===== src/rtl/str_tx.sv =====
// str_tx: byte-stream string transmitter.
// Buffers up to DEPTH non-null characters. On start it streams them one byte
// per valid/ready handshake, then sends a single 0x00 terminator. The buffer is
// kept after the transfer, so the same string can be sent again.
// Optional feature: define STR_TX_STATS_EN to add the n_cnt port. n_cnt counts
// the 'N'/'n' bytes sent in the current or most recent transfer.
module str_tx #(
  parameter int DEPTH = 16,
  parameter int AW    = 4
) (
  input  logic          clk,
  input  logic          reset,
  input  logic          wr_en,
  input  logic [7:0]    wr_data,
  input  logic          clear,
  input  logic          start,
  output logic [7:0]    out_data,
  output logic          out_valid,
  input  logic          out_ready,
  output logic          busy,
  output logic          done,
  output logic          full,
  output logic [AW:0]   len
`ifdef STR_TX_STATS_EN
  ,
  output logic [AW:0]   n_cnt
`endif
);

  localparam logic [1:0] ST_IDLE = 2'd0;
  localparam logic [1:0] ST_SEND = 2'd1;
  localparam logic [1:0] ST_TERM = 2'd2;
  localparam logic [1:0] ST_DONE = 2'd3;

  logic [7:0]    buf_mem [DEPTH];
  logic [1:0]    state_reg;
  logic [AW:0]   len_reg;
  logic [AW:0]   rd_ptr_reg;
  logic [7:0]    out_data_reg;
  logic          out_valid_reg;
  logic          done_reg;

  logic          in_idle;
  logic          wr_accept;
  logic [AW-1:0] wr_addr;
  logic          start_accept;
  logic          have_chars;
  logic          xfer;
  logic          last_char;
  logic [AW-1:0] next_idx;
  logic [AW-1:0] rd_addr;
  logic [7:0]    rd_byte;

  assign in_idle = (state_reg == ST_IDLE);

  // A write is taken only in IDLE and only for non-null data. While clear is
  // asserted, the byte lands in slot 0 even if the buffer was full.
  assign wr_accept = in_idle && wr_en && (wr_data != 8'h00) && (clear || !full);
  assign wr_addr   = clear ? '0 : len_reg[AW-1:0];

  // clear takes priority over start.
  assign start_accept = in_idle && start && !clear;

  // A write in the same cycle as start counts toward this transfer.
  assign have_chars = (len_reg != '0) || wr_accept;

  assign xfer      = out_valid_reg && out_ready;
  assign last_char = ((rd_ptr_reg + 1'b1) == len_reg);
  assign next_idx  = rd_ptr_reg[AW-1:0] + 1'b1;

  // One read port. In IDLE it fetches slot 0 for the first byte. In SEND it
  // fetches the byte after the one now being transferred.
  assign rd_addr = in_idle ? '0 : next_idx;

  // An empty buffer cannot supply slot 0 in the start cycle, because the write
  // happening in that cycle is not stored yet. Bypass wr_data in that case.
  assign rd_byte = (in_idle && (len_reg == '0)) ? wr_data : buf_mem[rd_addr];

  assign full      = (len_reg == (AW + 1)'(DEPTH));
  assign len       = len_reg;
  assign busy      = (state_reg == ST_SEND) || (state_reg == ST_TERM);
  assign done      = done_reg;
  assign out_data  = out_data_reg;
  assign out_valid = out_valid_reg;

  // Character storage: write port only. The contents are not cleared on reset.
  always_ff @(posedge clk) begin
    if (!reset && wr_accept) begin
      buf_mem[wr_addr] <= wr_data;
    end
  end

  // Control FSM with a registered output stage. out_data/out_valid change only
  // on a transfer, so they stay stable under backpressure.
  always_ff @(posedge clk) begin
    if (reset) begin
      state_reg     <= ST_IDLE;
      len_reg       <= '0;
      rd_ptr_reg    <= '0;
      out_data_reg  <= 8'h00;
      out_valid_reg <= 1'b0;
      done_reg      <= 1'b0;
    end else begin
      case (state_reg)
        ST_IDLE: begin
          done_reg <= 1'b0;
          if (clear) begin
            len_reg <= wr_accept ? (AW + 1)'(1) : '0;
          end else if (wr_accept) begin
            len_reg <= len_reg + 1'b1;
          end
          if (start_accept) begin
            rd_ptr_reg    <= '0;
            out_valid_reg <= 1'b1;
            if (have_chars) begin
              state_reg    <= ST_SEND;
              out_data_reg <= rd_byte;
            end else begin
              state_reg    <= ST_TERM;
              out_data_reg <= 8'h00;
            end
          end
        end
        ST_SEND: begin
          if (xfer) begin
            if (last_char) begin
              state_reg    <= ST_TERM;
              out_data_reg <= 8'h00;
            end else begin
              rd_ptr_reg   <= rd_ptr_reg + 1'b1;
              out_data_reg <= rd_byte;
            end
          end
        end
        ST_TERM: begin
          if (xfer) begin
            state_reg     <= ST_DONE;
            out_valid_reg <= 1'b0;
            done_reg      <= 1'b1;
          end
        end
        default: begin
          done_reg  <= 1'b0;
          state_reg <= ST_IDLE;
        end
      endcase
    end
  end

`ifdef STR_TX_STATS_EN
  logic [AW:0] n_cnt_reg;

  // Count the 'N'/'n' bytes in the current transfer. The value holds after
  // DONE until the next start.
  always_ff @(posedge clk) begin
    if (reset) begin
      n_cnt_reg <= '0;
    end else if (start_accept) begin
      n_cnt_reg <= '0;
    end else if ((state_reg == ST_SEND) && xfer &&
                 ((out_data_reg == 8'h4E) || (out_data_reg == 8'h6E))) begin
      n_cnt_reg <= n_cnt_reg + 1'b1;
    end
  end

  assign n_cnt = n_cnt_reg;
`endif

endmodule


===== config.mk =====
export PLATFORM = sky130hd
export DESIGN_NAME = str_tx
export DESIGN_NICKNAME = d
export VERILOG_FILES = /design/src/rtl/str_tx.sv
export SDC_FILE = /design/constraint.sdc
export NUM_CORES = 1
export LEC_CHECK = 0
export ABC_AREA = 1
export CAP_MARGIN = 0
export CORE_MARGIN = 3
export CORE_UTILIZATION = 35
export DETAILED_ROUTE_END_ITERATION = 12
export DONT_BUFFER_PORTS = 1
export GPL_TIMING_DRIVEN = 0
export SETUP_SLACK_MARGIN = 0.5
export SYNTH_ARGS = -nofsm -noshare
export SYNTH_HDL_FRONTEND = slang
export SYNTH_SLANG_ARGS = --single-unit

===== constraint.sdc =====
create_clock -name clk -period 5 [get_ports clk]
set_input_delay 0.75 -clock clk [delete_from_list [all_inputs] [get_ports clk]]
set_output_delay 0.75 -clock clk [all_outputs]
set_load 0.005 [all_outputs]

Word-level counts from Yosys, hierarchy flattened
Memories as Yosys holds them, arrays and structs flattened. Index checks and enable logic that the tools add are counted.

Bitwise logic cells: 1. Multiplexer cells: 28. Add/sub/neg operators: 3. Reduce and logical (&&, ||, !) cells: 27. Equality and inequality tests: 9.

Operator list (number): 2-to-1 mux 8 bit (5); 2-to-1 mux 5 bit (5); one-hot mux 8 bit (2 select lines) (1); adder 5 x 1 -> 5 bit (second input constant) (2); 2-to-1 mux 2 bit (5); one-hot mux 5 bit (2 select lines) (1); logical AND 1 bit (8); 2-to-1 mux 4 bit (2); inequality test 2 bit (second input constant) (4); AND reduction 4 bit (2); nonzero test 8 bit (1); 2-to-1 mux 1 bit (6); one-hot mux 2 bit (3 select lines) (1); AND reduction 3 bit (2); nonzero test 2 bit (3); == test 5 bit (1); == test 5 bit (second input constant) (1); logical NOT 5 bit (1); nonzero test 5 bit (1); adder 4 x 1 -> 4 bit (second input constant) (1); one-hot mux 1 bit (2 select lines) (2); AND reduction 2 bit (2); logical NOT 1 bit (3); logical OR 1 bit (3); 5 further kinds (5).

Bits in writable memories: 128. Output and inout bits: 17. Bits of input ports: 14. Bits in registers: 22. Memories kept: 1. Logic and storage cells: 75.

Memories: buf_mem (depth 16, bits a word 8, read ports 1, clocked after Yosys merged registers in 0, wr ports 1, line 35) `logic [7:0] buf_mem [DEPTH];`.

Depth between registers and ports, before layout
Gate-level depths: netlist of the first run.

Depth after elaboration: 8. Depth in mapped cells: 16. Mapped depth without buffers: 14.

Worst setup path before layout of the first run
No wires, ideal clock.

Kind: input -> register. From: in wr_data[0]. To: mem buf_mem[14][0], enable pin. Setup time: 0.370 ns. Stages on the path: 7. Buffers on the path: 0. Data required time: 4.630 ns. Slack: 2.777 ns. Arrival time: 1.853 ns. Cell sequence: nor2_1 -> nand4_1 -> nand3_1 -> a21o_1 -> nor2_2 -> nand4_1 -> nor2_1.

Cells in the longest elaborated chain, start to end: 6.

Ends and longest elaborated chain: start: declaration (line 14) `input logic [7:0] wr_data,`; nonzero test 8 bit (line 58) `assign wr_accept = in_idle && wr_en && (wr_data != 8'h00) && (clear || !full);`; logical AND 1 bit (2 in a row) (line 58); logical AND 1 bit (line 88) `if (!reset && wr_accept) begin`; 2-to-1 mux 1 bit (line 88); 2-to-1 mux 1 bit (not written as such) (line 89) `buf_mem[wr_addr] <= wr_data;`; end: declaration (line 35).

Every way passes these cells.

Worst setup path in the final report of the first run
From: reg len_reg[1] (netlist: len[1]). To: mem buf_mem[4][0], enable pin.

Cells in the longest elaborated chain, start to end: 7. Elaborated cells between the ends (all ways): 8. Classes of those cells: 1 x eq/ne; 3 x mux; 4 x reduce/logical.

Ends and longest elaborated chain: start: declaration (line 37) `logic [AW:0] len_reg;`; start signal: assignment (line 108) `len_reg <= wr_accept ? (AW + 1)'(1) : '0;`; start signal: assignment (line 110) `len_reg <= len_reg + 1'b1;`; == test 5 bit (line 79) `assign full = (len_reg == (AW + 1)'(DEPTH));`; net full (line 22) `output logic full,`; logical NOT 1 bit (line 58); logical OR 1 bit (line 58); logical AND 1 bit (line 58); logical AND 1 bit (line 88); 2-to-1 mux 1 bit (line 88); 2-to-1 mux 1 bit (not written as such) (line 89).

The timed path passes the listed nets, and every way through them passes these cells.

==> results of run 1 <==
-- cell families after synthesis --
family          Yosys count  share of synthesized area, %
compound gates           36                          2.91
xor+xnor                  2                         0.261
fa+ha+maj                 7                          1.31
buf+inv                  69                          5.37
flops                   150                          63.8
simple gates            400                          26.3
-- per-stage QoR --
step                util (%)  instances
floorplan                  -        664
global placement        37.3        898
detailed placement      37.3        898
CTS                     40.7        930
global route            40.7        930
finish                  40.7        930
-- final cells by class --
cell class | count | area [um^2] | share of cell area (%)
flip-flops and latches | 150 | 4280 | 56.0
multi-input cells | 445 | 2070 | 27.0
clock buffers | 17 | 425 | 5.57
plain buffers | 27 | 198 | 2.59
well taps | 234 | 293 | 3.83
inverters | 42 | 163 | 2.13
clock inverters | 15 | 215 | 2.82
-- power breakdown --
part / total [uW] / internal, uW / switching [uW] / leakage, uW
clock: 1370 / 809 / 562 / 0.000306
sequential: 1460 / 1420 / 45.9 / 0.00133
combinational: 1440 / 468 / 970 / 0.00123
total: 4270 / 2700 / 1580 / 0.00287
-- critical path: stages, from the launching register on --
cell	delay, ns
dfxtp_1	0.49
inv_1	0.13
ha_1	0.20
nand3_1	0.12
nor2_1	0.09
a21o_1	0.23
nor2_2	0.15
nand3_1	0.18
nor2_1	0.79
-- synthesized netlist by cell type, types with 4 or more instances --
master	count
nor2_1	44
inv_2	7
nand4_1	6
buf_6	8
nor2_2	4
nand2_1	202
inv_1	33
nand3_1	128
edfxtp_1	128
a21oi_1	21
buf_2	11
nand3b_1	5
ha_1	7
dfxtp_1	22
buf_4	6
o21ai_0	8
nand2_2	4
-- path summary, 6_finish.rpt --
path / startpoint / endpoint
max: len[1]$_SDFFE_PP0P_ / buf_mem[4][0]$_DFFE_PP_
min: wr_data[5] / buf_mem[1][5]$_DFFE_PP_
max reg2reg: len[1]$_SDFFE_PP0P_ / buf_mem[4][0]$_DFFE_PP_
min reg2reg: out_data[1]$_SDFFE_PP0P_ / out_data[1]$_SDFFE_PP0P_
-- routing by layer --
metal | GRT usage, % | share of wire, % | vias up
met2 | 25.8 | 46 | 129
li1 | - | - | 2314
met3 | 4.13 | 5.8 | 28
met5 | 0 | 0 | -
met4 | 6.28 | 2.5 | 0
met1 | 23.2 | 46 | 2249
==> metrics.txt, run 1 <==
most frequent cells in the layout=nand2_1, nand3_1, edfxtp_1; Unique masters post-synth=32; Vias=4,720; setup TNS=0 ns; status=finished clean; Routed WL=around 17,000 um; Avg Cell Area, Syn=10.1 um^2; Post-Route Skew=0.00657 ns; Leakage=0.00287 uW; H-tree levels=4; Layout fillers=1,813; Via density=5.08; die area=20,900 um^2; CP Class=reg -> reg; ys async rst share=0%; count of final setup violators=0; max-cap violations=0; Die Y=144 um; remaining global-route overflow=0; max reg flops=128; RSZ-0062 raised after global routing=false; std cell rows=50; Total GRT Usage=16.8%; WP data arrival=approximately 2.8 ns; Hold-fix buffers, CTS=0; CP endpoint kind=flip-flop; initial antenna violation count=0; Place WS=2.16 ns; Worst-path clk slew=0.07 ns; hold depth=0; setup ws final=2.25 ns; Slew @ Worst Pin=0.984 ns; Max Fanout on Critical Path=8; drt first pass iters=5; Fin Hold WS=about 0.4 ns; dominant cells by area after synthesis=edfxtp_1, nand2_1, nand3_1; reg2reg path depth=8; TritonCTS clock tree=built; register bit total from synthesis=150; f_max=364 MHz; pin count of the biggest net entering global routing=19; Mapped Nets=685; type of the worst min-delay path=in -> reg; synthesized instance count=664; first-pass GRT wire length=around 26,000 um; Resized cells post-CTS=0; fin crit share=55.0%; flop-to-flop setup slack=about 2.3 ns; IO buf count=0; # Post-CTS Setup Buffers=0; Setup crit start kind=flip-flop; ant diodes=0; Area Growth Syn to Fin=13.9%; register area share after synthesis=between 60 and 70%; Final Hold Viols=0; worst IR drop on VDD=between 200 and 300 uV; Starting Density=35.8%; Tot Pwr=4270 uW; DR WL/cell=between 15 and 20 um; clock sinks=150; PwrDens=559 nW/um^2; Post-route DRC=0; relative slew slack=34.2%; Max Buffers Root-to-Sink=2; yosys warns=0; clk_lat worst skew=~0.43 ns; ratio of cells with drive above 1 in the final layout=11.5%; fin. max-slew vios=0; cell taking the most area after synthesis=edfxtp_1; top_reg_cell synth=edfxtp_1; fin crit period=2.75 ns; share of the synthesized area in the top cell type=57.3%; Netlist Area Pre-Place=between 6000 and 7000 um^2; placed cell areas=7000 um^2; nets=just over 700; Required @ worst endpoint=5.05 ns; vias in the first global route=4,496; Post-DRT Antenna Nets=0; die width=144 um; initial DRC count=378; CORE AREA=18,800 um^2; CTS buffer count=17; number of synthesized flops with an enable pin=128; final std cell area, no fill=7640 um^2; num ports=31; commonest non-fill, non-tap cell in the layout=nand2_1; Detailed Place HPWL=~11,000 um; Placer Congestion=between 0.8 and 0.9; Root Buffer=clkbuf_16
No activity file was read; power rests on OpenSTA's default activity.
==> run 2: changes to the inputs <==
==> constraint.sdc (replaced) <==
create_clock -name clk -period 2.5 [get_ports clk]
set_input_delay 0.375 -clock clk [delete_from_list [all_inputs] [get_ports clk]]
set_output_delay 0.375 -clock clk [all_outputs]
set_load 0.005 [all_outputs]
==> run 2 against run 1 <==
  * Critical path depth increased by 2
  * Final cell count increased by 4.3%
  * Clock power increased by 77%
  * Total power increased by 120%
  * Global-route usage increased by 1.0 points
  * Combinational power increased to 2.9 times the previous value
  * Setup slack got worse by 1.8 ns
  * Core utilization increased by 6.2 points
  * Cell area increased by 15%
  * Via count increased by 8.1%
  * Largest cell class unchanged
==> metrics.txt, run 2 (synthesized netlist as in run 1, its figures left out) <==
FF/Latch Area=4300 um^2 (+0.32%); Via density=5.26 (+3.7%); Max Buffers Root-to-Sink=2 (unchanged); most frequent cells in the layout=nand2_1, edfxtp_1, nand3_1; relative slew slack=37.8% (+3.6 points); CORE AREA=18,800 um^2 (unchanged); fin crit period=2.09 ns (-0.656 ns); Routed WL=19,000 um (+13%); Max Fanout on Critical Path=8 (unchanged); fin crit share=83.8% (+29 points); Area Growth Syn to Fin=31.4%; clk_lat worst skew=0.43 ns (about the same); WP data arrival=2.23 ns (-0.57 ns); Placer Congestion=0.818 (-1.4%); initial DRC count=470 (+24%); Leakage=0.00326 uW (+13%); Layout fillers=1,612 (-11%); area of the multi-input gates=2580 um^2 (+25%); post-route insts no fill=970 (+4.3%); num ports=31 (unchanged); Hold-fix buffers, CTS=0 (unchanged); M2 GR Usage=28.1% (+2.3 points); setup TNS=0 ns (unchanged); GRT busiest layer=met2; Critical path destination=buf_mem[6][2]$_DFFE_PP_; count of final setup violators=0 (unchanged); placed cell areas=7010 um^2 (+0.11%); Sw Ratio=37.6% (+0.66 points); Worst-path clk slew=0.07 ns (about the same); ant diodes=0 (unchanged); TritonCTS clock tree=built; Post-DRT Antenna Nets=0 (unchanged); drt first pass iters=5 (unchanged); CP endpoint kind=flip-flop; CP Class=reg -> reg; remaining global-route overflow=0 (unchanged); H-tree levels=4 (unchanged); Post-route DRC=0 (unchanged); Slew @ Worst Pin=0.934 ns (-0.0503 ns); hold depth=0 (unchanged); f_max=478 MHz (+31%); IO buf count=0 (unchanged); met1 GRT Util=23.7% (+0.45 points); max reg flops=128 (unchanged); reg2reg start=len[1]$_SDFFE_PP0P_; die width=144 um (unchanged); sequential share of power=31.1% (-3.2 points); Die Y=144 um (unchanged); status=finished clean; Setup crit start kind=flip-flop; CTS buffer count=17 (unchanged); DR WL/cell=19.6 um (+8.1%); Root Buffer=clkbuf_16; Internal Pwr Total=5940 uW (+120%); Critical Path Start=len[1]$_SDFFE_PP0P_; die area=20,900 um^2 (unchanged); commonest non-fill, non-tap cell in the layout=nand2_1; initial antenna violation count=0 (unchanged); std cell rows=50 (unchanged); Final Hold Viols=0 (unchanged); RSZ-0062 raised after global routing=true; Required @ worst endpoint=2.64 ns (-2.41 ns); vias in the first global route=4,839 (+7.6%); RR Endpoint=buf_mem[6][2]$_DFFE_PP_; Detailed Place HPWL=11,300 um (+0.72%); Starting Density=35.8% (unchanged); max-cap violations=0 (unchanged); nets=744 (+5.7%); Post-Route Skew=0.0115 ns (+0.00489 ns); met3 Use GR=4.37% (+0.23 points); first-pass GRT wire length=27,500 um (+6.5%); reg2reg path depth=10 (+2); type of the worst min-delay path=in -> reg; fin. max-slew vios=0 (unchanged); Clock power frac=25.4% (-6.7 points); ratio of cells with drive above 1 in the final layout=28.4% (+17 points); placed cell count=898 (unchanged); flop-to-flop setup slack=0.41 ns (-1.84 ns); NetSw=3570 uW (+130%); pin count of the biggest net entering global routing=19 (unchanged); HP Start=wr_data[1]; PwrDens=1080 nW/um^2 (+93%); Vias=5,104 (+8.1%); clock sinks=150 (unchanged); final std cell area, no fill=8810 um^2 (+15%); Gate power share=43.5% (+9.8 points); worst IR drop on VDD=500 uV (+89%); Total GRT Usage=17.8% (+1.0 points); Tot Pwr=9510 uW (+120%)
==> run 2: changes by cell type in the layout (fill, tap and decap cells not counted), moves of 12 or more <==
cell,change
buf_12,+19
nand3_1,-46
nor2_1,-17
nand2_2,+12
nand2_1,-13
nand3_2,+41
nor2_4,+18
==> run 2: layout make-up <==
type / count / share of cell area [%]
tap: 234 / 3.32
clock inverter: 14 / 1.46
buffer: 27 / 3.42
timing repair buffer: 40 / 6.96
multi-input combinational: 445 / 29.2
clock buffer: 18 / 4.87
inverter: 42 / 1.99
sequential: 150 / 48.8
==> run 2: critical path: stages, from the launching register on <==
cell,delay (ns)
dfxtp_4,0.42
inv_4,0.06
ha_4,0.17
nand3_4,0.10
nor2_4,0.05
a21o_1,0.22
nor2_4,0.16
nand4_1,0.17
buf_6,0.20
nor2_4,0.12
buf_12,0.15
==> run 2: worst min path at each step <==
stage	to	slack (ns)
after global placement	rd_ptr_reg[4]$_SDFFE_PP0P_	0.47
after CTS	buf_mem[10][1]$_DFFE_PP_	0.03
after global routing	buf_mem[11][1]$_DFFE_PP_	0.02
after detailed placement	buf_mem[10][1]$_DFFE_PP_	0.48
final	buf_mem[6][1]$_DFFE_PP_	0.04
after floorplan	rd_ptr_reg[4]$_SDFFE_PP0P_	0.46
==> run 2: repair_timing <==
action                     4_1_cts  5_1_grt
gates resized for setup         72       95
gates cloned                     0        5
setup endpoints to repair      136      141
pin swaps                       21       46
buffers inserted                29        6
==> run 2: power by group through the flow <==
stage,logic [uW],registers [uW],clock network [uW]
3_5_place_dp,2860,2990,0
4_1_cts,3160,2950,2450
6_report,4140,2960,2420
5_1_grt,4500,2970,2560
3_3_place_gp,2830,2990,0
2_1_floorplan,2090,2960,0
==> run 2: per-stage QoR <==
step	hold WS (ns)	utilization [%]	worst slack (ns)
3_5_place_dp	0.475	37.4	-0.296
6_report	0.0390	47.0	0.406
5_1_grt	0.0214	47.0	0.376
2_1_floorplan	0.458	-	0.370
3_3_place_gp	0.474	37.4	-0.237
4_1_cts	0.0294	43.9	0.500
==> run 2: routing by layer <==
metal | up-vias | wire [um]
met5 | - | 0
met4 | 0 | 533
met2 | 200 | 9020
met1 | 2457 | 8180
met3 | 47 | 1240
li1 | 2400 | -
==> run 3: changes to the inputs <==
==> constraint.sdc (replaced) <==
create_clock -name clk -period 1.7 [get_ports clk]
set_input_delay 0.255 -clock clk [delete_from_list [all_inputs] [get_ports clk]]
set_output_delay 0.255 -clock clk [all_outputs]
set_load 0.005 [all_outputs]
==> run 3 against run 2 <==
  * The flow now finishes with violations (setup timing)
  * Non-clock buffer count up 23
  * Largest power group unchanged
  * Critical path type unchanged
  * Largest cell class unchanged
  * Cell area up 7.6%
  * Register-to-register slack worse by 0.71 ns
==> metrics.txt, run 3 (synthesized netlist as in run 1, its figures left out) <==
status=complete, but fails checks; violated checks=setup timing; RSZ-0062 raised after global routing=true; Final Hold Viols=0 (unchanged); commonest non-fill, non-tap cell in the layout=nand2_1; CP endpoint kind=flip-flop; CTS buffer count=17 (unchanged); CORE AREA=18,800 um^2 (unchanged); Vias=5,228 (+2.4%); IO buf count=0 (unchanged); Required @ worst endpoint=1.85 ns (-0.79 ns); Placer Congestion=0.810 (-1.0%); met2 routed WL=9830 um (+8.9%); die width=144 um (unchanged); most frequent cells in the layout=nand2_1, edfxtp_1, nand3_2; drt first pass iters=5 (unchanged); die area=20,900 um^2 (unchanged); count of final setup violators=147 (+147); initial DRC count=608 (+29%); wl on met1=8400 um (+2.7%); max-cap violations=0 (unchanged); Area Growth Syn to Fin=41.3%; max reg flops=128 (unchanged); clock sinks=150 (unchanged); Root Buffer=clkbuf_16; DR WL/cell=20.5 um (+4.7%); setup ws final=-0.302 ns (-0.708 ns); Final Util=50.5% (+3.5 points); Die Y=144 um (unchanged); Leakage=0.00354 uW (+8.7%); fin crit share=118% (+34 points); flop-to-flop setup slack=-0.30 ns (-0.71 ns); Fin Hold WS=0.0600 ns (+0.0210 ns); Worst-path clk slew=0.07 ns (about the same); vias in the first global route=5,030 (+3.9%); Setup crit start kind=flip-flop; std cell rows=50 (unchanged); Post-route DRC=0 (unchanged); Max Fanout on Critical Path=7 (-1); Post-DRT Antenna Nets=0 (unchanged); max layer used=met4; nets=767 (+3.1%); remaining global-route overflow=0 (unchanged); relative slew slack=40.4% (+2.7 points); met3 WL=1480 um (+19%); TritonCTS clock tree=built; Total GRT Usage=19.7% (+1.9 points); Starting Density=35.8% (unchanged); num ports=31 (unchanged); fin. max-slew vios=0 (unchanged); WP data arrival=2.15 ns (-0.08 ns); worst IR drop on VDD=594 uV (+19%); f_max=500 MHz (+4.6%); Slew @ Worst Pin=0.893 ns (-0.0402 ns); Detailed Place HPWL=11,500 um (+1.6%); first-pass GRT wire length=30,200 um (+9.5%); Via density=5.26 (about the same); H-tree levels=4 (unchanged); fin crit period=2.00 ns (-0.0921 ns); CP Class=reg -> reg; Post-Route Skew=0.00904 ns (-0.00242 ns); clk_lat worst skew=0.44 ns (about the same); Layout fillers=1,543 (-4.3%); Routed WL=20,400 um (+7.3%); ratio of cells with drive above 1 in the final layout=39.9% (+12 points); initial antenna violation count=0 (unchanged); Max Buffers Root-to-Sink=2 (unchanged); PwrDens=1610 nW/um^2 (+49%); pin count of the biggest net entering global routing=17 (-2); type of the worst min-delay path=in -> reg
run 3: cell types whose count changed in the layout (fill, tap and decap cells not counted), sizes merged:
| cell | before | now |
|---|---|---|
| buf | 61 | 79 |
| clkbuf | 24 | 20 |
| inv | 45 | 48 |
| dlygate4sd3 | 0 | 8 |
| clkinvlp | 3 | 2 |
| diode | 0 | 1 |
| bufinv | 1 | 0 |
run 3: routing by layer:
metal	vias to the layer above	GRT usage (%)
met5	-	0
li1	2448	-
met3	41	3.51
met2	197	31.1
met1	2542	26.9
met4	0	8.44
run 3: critical path, stage by stage (launching register included):
cell	delay [ns]
dfxtp_2	0.32
inv_2	0.08
ha_4	0.14
buf_12	0.13
nand3_4	0.08
a21o_1	0.21
nor2_4	0.12
buf_6	0.12
nand3_4	0.15
nor2_4	0.20
buf_12	0.15
run 3: repair_timing:
item,in CTS,in global routing
gates cloned,5,1
hold buffers,8,0
setup endpoints to repair,152,152
hold endpoints to repair,128,0
buffers inserted,46,3
resized for setup,168,63
pin swaps,87,47
run 3: path summary, 6_finish.rpt:
path,endpoint,depth (start not counted),startpoint
worst max-delay path,buf_mem[5][0]$_DFFE_PP_,10,state_reg[0]$_SDFFE_PP0P_
worst min-delay path,out_data[0]$_SDFFE_PP0P_,4,wr_data[0]
worst max register to register,buf_mem[5][0]$_DFFE_PP_,10,state_reg[0]$_SDFFE_PP0P_
worst min register to register,rd_ptr_reg[4]$_SDFFE_PP0P_,2,rd_ptr_reg[4]$_SDFFE_PP0P_
run 3: cell type report:
cell class / count / area, um^2 / area share (%)
clock inverter: 15 / 119 / 1.25
timing repair buffer: 63 / 868 / 9.16
multi-input combinational: 445 / 2950 / 31.1
sequential: 150 / 4310 / 45.4
buffer: 27 / 325 / 3.43
tap: 234 / 293 / 3.09
clock buffer: 17 / 425 / 4.49
inverter: 42 / 194 / 2.05
antenna: 1 / 2.50 / 0.0264
run 3: per-stage QoR:
step	instances	setup WS (ns)	power (uW)	setup TNS, ns	cell area, um^2
after floorplan	664	-0.292	7610	-30.22	6890
after global placement	898	-0.704	8760	-80.31	7180
after detailed placement	898	-0.746	8800	-83.46	7180
after CTS	989	-0.271	14500	-32.35	9180
after global routing	993	-0.363	16000	-44.69	9480
final	994	-0.302	15200	-35.85	9480
run 3: power by group:
part,switching (uW),internal [uW]
clock,1640,1900
combinational,4120,3210
sequential,157,4190
total,5910,9300
